--- src/rtl/sr_cmd_pkg.sv ---
// Shared constants for the SR command generator: resolver priority codes,
// default debounce length and the debounce counter width helper.
package sr_cmd_pkg;
  localparam int PRIO_NONE        = 0;
  localparam int PRIO_SET         = 1;
  localparam int PRIO_RESET       = 2;
  localparam int DEBOUNCE_DEFAULT = 4;

  function automatic int cnt_width(input int n);
    return $clog2(n + 1);
  endfunction
endpackage

--- src/rtl/sr_cmd_gen_if.sv ---
// Button inputs and command/level outputs of the SR command generator.
interface sr_cmd_gen_if;
  logic btn_s;
  logic btn_r;
  logic s;
  logic r;
  logic conflict;
  logic s_level;
  logic r_level;

  modport master (output btn_s, btn_r, input s, r, conflict, s_level, r_level);
  modport slave  (input btn_s, btn_r, output s, r, conflict, s_level, r_level);
endinterface

--- src/rtl/sr_debounce.sv ---
// One button channel: 2-flop synchroniser, debounce counter, debounced level
// and a look-ahead rise flag that is high in the cycle before level goes 0->1.
module sr_debounce
  import sr_cmd_pkg::*;
#(
  parameter int DEBOUNCE_CYCLES = DEBOUNCE_DEFAULT
) (
  input  logic clk,
  input  logic rst,
  input  logic din,
  output logic level,
  output logic rise
);
  localparam int            CW   = cnt_width(DEBOUNCE_CYCLES);
  localparam logic [CW-1:0] LAST = CW'(DEBOUNCE_CYCLES - 1);

  logic          sync1;
  logic          sync2;
  logic [CW-1:0] cnt;
  logic          flip;

  always_ff @(posedge clk or negedge rst) begin
    if (!rst) begin
      sync1 <= 1'b0;
      sync2 <= 1'b0;
    end else begin
      sync1 <= din;
      sync2 <= sync1;
    end
  end

  // Counter never exceeds LAST: it either clears or flips the level there.
  assign flip = (sync2 != level) && (cnt == LAST);
  assign rise = flip & sync2;

  always_ff @(posedge clk or negedge rst) begin
    if (!rst) begin
      cnt   <= '0;
      level <= 1'b0;
    end else if (sync2 == level) begin
      cnt <= '0;
    end else if (flip) begin
      level <= sync2;
      cnt   <= '0;
    end else begin
      cnt <= cnt + CW'(1);
    end
  end
endmodule

--- src/rtl/sr_cmd_gen.sv ---
// Debounced, edge-detected set/reset command pulses with a registered
// conflict resolver that never lets s and r be high together.
module sr_cmd_gen
  import sr_cmd_pkg::*;
#(
  parameter int DEBOUNCE_CYCLES = DEBOUNCE_DEFAULT,
  parameter int PRIORITY        = PRIO_NONE
) (
  input logic         clk,
  input logic         rst,
  sr_cmd_gen_if.slave bus
);
  logic rise_s;
  logic rise_r;
  logic s_lvl;
  logic r_lvl;
  logic s_nxt;
  logic r_nxt;
  logic s_q;
  logic r_q;
  logic conflict_q;

  sr_debounce #(.DEBOUNCE_CYCLES(DEBOUNCE_CYCLES)) u_deb_s (
    .clk(clk), .rst(rst), .din(bus.btn_s), .level(s_lvl), .rise(rise_s)
  );

  sr_debounce #(.DEBOUNCE_CYCLES(DEBOUNCE_CYCLES)) u_deb_r (
    .clk(clk), .rst(rst), .din(bus.btn_r), .level(r_lvl), .rise(rise_r)
  );

  always_comb begin
    s_nxt = rise_s & ~rise_r;
    r_nxt = rise_r & ~rise_s;
    if (rise_s && rise_r) begin
      s_nxt = (PRIORITY == PRIO_SET);
      r_nxt = (PRIORITY == PRIO_RESET);
    end
  end

  // Registered on the same edge that the debounced levels rise.
  always_ff @(posedge clk or negedge rst) begin
    if (!rst) begin
      s_q        <= 1'b0;
      r_q        <= 1'b0;
      conflict_q <= 1'b0;
    end else begin
      s_q        <= s_nxt;
      r_q        <= r_nxt;
      conflict_q <= rise_s & rise_r;
    end
  end

  assign bus.s        = s_q;
  assign bus.r        = r_q;
  assign bus.conflict = conflict_q;
  assign bus.s_level  = s_lvl;
  assign bus.r_level  = r_lvl;
endmodule

--- src/flat_wrapper.sv ---
// flat-port wrapper written by rule: the top's interface ports become plain ports
module sr_cmd_gen_flat import sr_cmd_pkg::*;
#(
  parameter int DEBOUNCE_CYCLES = DEBOUNCE_DEFAULT,
  parameter int PRIORITY        = PRIO_NONE
)
  (clk, rst, bus_btn_s, bus_btn_r, bus_s, bus_r, bus_conflict, bus_s_level, bus_r_level);
  sr_cmd_gen_if bus_i ();
  input logic clk;
  input logic rst;
  input wire logic [$bits(bus_i.btn_s)-1:0] bus_btn_s;
  input wire logic [$bits(bus_i.btn_r)-1:0] bus_btn_r;
  output wire logic [$bits(bus_i.s)-1:0] bus_s;
  output wire logic [$bits(bus_i.r)-1:0] bus_r;
  output wire logic [$bits(bus_i.conflict)-1:0] bus_conflict;
  output wire logic [$bits(bus_i.s_level)-1:0] bus_s_level;
  output wire logic [$bits(bus_i.r_level)-1:0] bus_r_level;
  assign bus_i.btn_s = bus_btn_s;
  assign bus_i.btn_r = bus_btn_r;
  assign bus_s = bus_i.s;
  assign bus_r = bus_i.r;
  assign bus_conflict = bus_i.conflict;
  assign bus_s_level = bus_i.s_level;
  assign bus_r_level = bus_i.r_level;
  sr_cmd_gen #(.DEBOUNCE_CYCLES(DEBOUNCE_CYCLES), .PRIORITY(PRIORITY)) u_core (.clk(clk), .rst(rst), .bus(bus_i));
endmodule
--- config.mk ---
export PLATFORM = sky130hd
export DESIGN_NAME = sr_cmd_gen_flat
export DESIGN_NICKNAME = d
export VERILOG_FILES = /design/src/rtl/sr_cmd_pkg.sv /design/src/rtl/sr_cmd_gen_if.sv /design/src/rtl/sr_debounce.sv /design/src/rtl/sr_cmd_gen.sv /design/src/flat_wrapper.sv
export SDC_FILE = /design/constraint.sdc
export NUM_CORES = 1
export LEC_CHECK = 0
export CORE_AREA = 2 2 39 41
export DETAILED_ROUTE_END_ITERATION = 12
export DIE_AREA = 0 0 41 43
export GPL_TIMING_DRIVEN = 0
export PLACE_DENSITY_LB_ADDON = 0.08
export REMOVE_ABC_BUFFERS = 1
export SLEW_MARGIN = 10
export SYNTH_ARGS = -nofsm -noshare
export SYNTH_HDL_FRONTEND = slang
export SYNTH_SLANG_ARGS = --single-unit
export TNS_END_PERCENT = 100
--- constraint.sdc ---
create_clock -name clk -period 1.91 [get_ports clk]
set_input_delay 0.382 -clock clk [delete_from_list [all_inputs] [get_ports clk]]
set_output_delay 0.382 -clock clk [all_outputs]
set_load 0.005 [all_outputs]
==> results <==
- The maximum number of pins on one net before global-route repair is 16.
- Post-CTS repair changed the size of 0 cells.
- The smallest clock period supported by the final layout is computed as 1.577 ns.
- The routability-driven placement congestion ratio is 0.5581.
- The number of vias in the routed layout is between 300 and 400.
- At the pin with the least slew margin, the transition time is between 0.6 and 0.7 ns.
- The mean instance size in the synthesized netlist is 16.19 µm².
- Counting every instance in the synthesized netlist gives 34.
- The number of clock sinks seen by CTS is 15.
- The sequential element share of the synthesized area is 68.18%.
- The maximum achievable frequency is between 600 and 700 MHz.
- The run finished with clean final reports.
- The leakage power total is 0.0002982 µW.
- The hold violation count in the final report is 0.
- The slowest stage of the critical path belongs to the cell sky130_fd_sc_hd__clkdlybuf4s50_1.
- The most common cell in the netlist is sky130_fd_sc_hd__dfrtp_1.
- The part of the cycle the worst path needs is 82.59%.
- Counting the fill cells in the layout gives roughly 130.
- Summing every instance area after synthesis gives about 550 µm².
- The worst setup path is launched from a register.
- Summed over all instances, the cell type with the most area after synthesis is sky130_fd_sc_hd__dfrtp_1.
- Summing the areas of all xor and xnor instances in the mapped netlist gives 3.182% of the synthesized area.
- Setup repair after global routing left no endpoint under its margin.
- The number of nets in the layout is 53.
- The number of violations of the max-capacitance limit is 0.
- IR analysis of the VDD net gives a maximum drop of 0.4705 mV.
- The critical path is of the register to output pin type.
- Port buffering added 8 buffers.
- The final sum of negative setup slack is 0 ns.
- STA puts the critical path data arrival time at around 1.2 ns.
- The root buffer selected by CTS is sky130_fd_sc_hd__clkbuf_4.
- In the synthesized netlist, the cells that appear most often are sky130_fd_sc_hd__dfrtp_1 (15), sky130_fd_sc_hd__nor2b_1 (3).
- TritonCTS built the clock tree.
- The kind of cell adding the most delay to the critical path is buffers and inverters.
- Ranked by total cell area, the synthesized netlist is headed by sky130_fd_sc_hd__dfrtp_1 (68%), sky130_fd_sc_hd__nor2b_4 (5.0%), sky130_fd_sc_hd__ha_1 (4.5%).
- For this block, the initial DRC count from the detailed router was 0.
- The proportion of netlist area held by the largest area contributor is 68.18%.
- The placement row count is 14.
- The register clock-pin slew on the reported worst setup and hold paths is 0.09 ns.
- The nature of the critical path endpoint is an output pin.
- The area after detailed placement is 650.6 µm².
- For this configuration, the core starts out at a cell density of 39.78%.
- In this run the deepest clock path goes through 2 buffers.
- The initial antenna violation count came to 0.
- The required time reported for the critical path endpoint is approximately 1.5 ns.
- The CTS H-tree depth is 1.
- Clock latency on the worst-skew pair, taken at its later pin, is 0.28 ns.
- Dividing the detail-routed wire length by the instance count gives 11.74 µm.
- The count of different cell masters after synthesis is 11.
- The repair_antennas step left the layout with diodes totalling 0.
- The y dimension of the die is 43 µm.
- For this run, the detailed router's first-pass iteration total came to 1.
- The flip-flop cell with the highest count after synthesis is sky130_fd_sc_hd__dfrtp_1.
- The biggest fanout along the worst timing path is 4.
- The final-report max-slew violation count is 0.
- Once layout is complete, the utilization of the core stands at 49.01%.
- With fillers left out, the area of the finished cells amounts to 678.2 µm².
- The floorplan step set the die width to between 40 and 50 µm.
- In this run the remaining antenna-violating nets after routing total 0.
- The signal on the critical path passes through clkdlybuf4s50_1.
- The post-CTS repair timing setup buffer count is 0.
- In the synthesized netlist the async set-or-reset flop fraction comes to 100.0%.
- In this run the power density over the cells is 1190 mW/mm².
- The worst slew margin relative to its limit is a little under three fifths.
- The buffer and inverter count on the worst path is 1.
- The global-route wire length before repair is roughly 1200 µm.
- Setup violations remaining at the end of the flow were counted as 0.
- Of the total synthesized cell area, the portion taken by full adders, half adders and majority gates is 4.545%.
- The class of the tightest hold or removal check is register to register.
- After Yosys synthesis, and, or, nand and nor cells account for 20.00% of the synthesized area.
- Buffers inserted to repair hold after CTS numbered 0.
- Counting flops with a built-in enable in the synthesized netlist gives 0.
- The fraction of the mapped netlist area in compound gates is 0%.
- The number of global-route vias before repair is 299.
- The floorplan step defined a die boundary enclosing ~0.0018 mm².
- The core area is ~0.0014 mm².
- The clock arrives with 0.002735 ns of skew.
- The largest family of logic cells by synthesized area is simple AND/OR/NAND/NOR gates.
- The total number of yosys warnings is 0.
- The post-synthesis sequential element count is 15.
- The average via count per standard cell is 4.855.
- Global routing used 10.60% of the available tracks across all layers.
- For this design the top-level I/O count stands at 9.
- TritonCTS created 3 clock buffers.
- The largest single stage delay on the critical path is 0.52 ns.
- Measured against the total synthesized area, the mux share comes to 4.091%.
- Compared with the post-synthesis result, the final layout area differs by 23.18%.
- The total wirelength of the detailed-routed design is approximately 730 µm.
- Registers take about 380 µm².
- Summing all multi-input logic gate instances after layout gives 175.2 µm².
- The total grt overflow is 0.
- For this run, design rule violations remaining after detail routing come to 0.
- Cells with a size suffix above 1 make up 19.57% of the layout.
## layout by cell type (no fill, tap or decap), drive strengths merged
| master | n |
|---|---|
| nor2 | 1 |
| nand4bb | 2 |
| mux2 | 2 |
| nor3b | 3 |
| nor3 | 2 |
| clkinv | 1 |
| clkbuf | 3 |
| clkdlybuf4s50 | 8 |
| xnor2 | 2 |
| ha | 2 |
| dfrtp | 15 |
| nor2b | 5 |
## logic make-up after synthesis
| kind of cell | Yosys count |
|---|---|
| xor+xnor | 2 |
| fa+ha+maj | 2 |
| flops | 15 |
| mux | 2 |
| simple gates | 13 |
## power by group
part	switching (µW)	internal (µW)	leakage, µW
clock	96.9	77.6	0.0000177
sequential	40.7	380	0.000192
combinational	74.1	137	0.0000886
## area by class of cell
type                    count  share of cell area (%)
flip-flops and latches     15                   55.35
clock inverters             1                  0.7380
well taps                  16                   2.952
clock buffers               3                   3.321
repair buffers              8                   11.81
multi-input cells          19                   25.83
## flip-flops by register name, summed over array words and instances, names as in the netlist
name                  count
u_core.u_deb_s.level      1
u_core.u_deb_r.sync1      1
u_core.bus.s              1
u_core.u_deb_r.cnt        3
u_core.u_deb_s.sync1      1
u_core.u_deb_r.sync2      1
u_core.bus.conflict       1
u_core.u_deb_s.cnt        3
u_core.bus.r              1
u_core.u_deb_r.level      1
u_core.u_deb_s.sync2      1
## routing by layer
metal	track usage [%]	part of all wire [%]
met1	12.89	41
met2	15.00	52
met3	3.141	6.2
met4	8.000	0.55
met5	0	0
## worst paths after layout
path                       cells after the start  slack (ns)               endpoint             startpoint
setup reg to reg                               3        0.71   u_core.u_deb_r.level  u_core.u_deb_r.cnt[0]
hold reg to reg                                0        0.36   u_core.u_deb_r.sync2   u_core.u_deb_r.sync1
setup / recovery                               1        0.33            bus_r_level   u_core.u_deb_r.level
max in group asynchronous                      1        1.01           u_core.bus.r                    rst
min in group asynchronous                      1        0.49  u_core.u_deb_r.cnt[1]                    rst
hold / removal                                 0        0.36   u_core.u_deb_r.sync2   u_core.u_deb_r.sync1
## stage by stage
stage | instances | power (µW) | hold slack (ns) | setup WS, ns
global route | 62 | 861.2 | 0.3796 | 0.2765
CTS | 62 | 820.0 | 0.3611 | 0.3221
detailed placement | 58 | 641.1 | 0.3404 | 0.6469
floorplan | 34 | 555.9 | 0.08641 | 0.7953
global placement | 58 | 629.6 | 0.3345 | 0.6357
finish | 62 | 806.7 | 0.3579 | 0.3326
No activity file was read; power rests on OpenSTA's default activity.
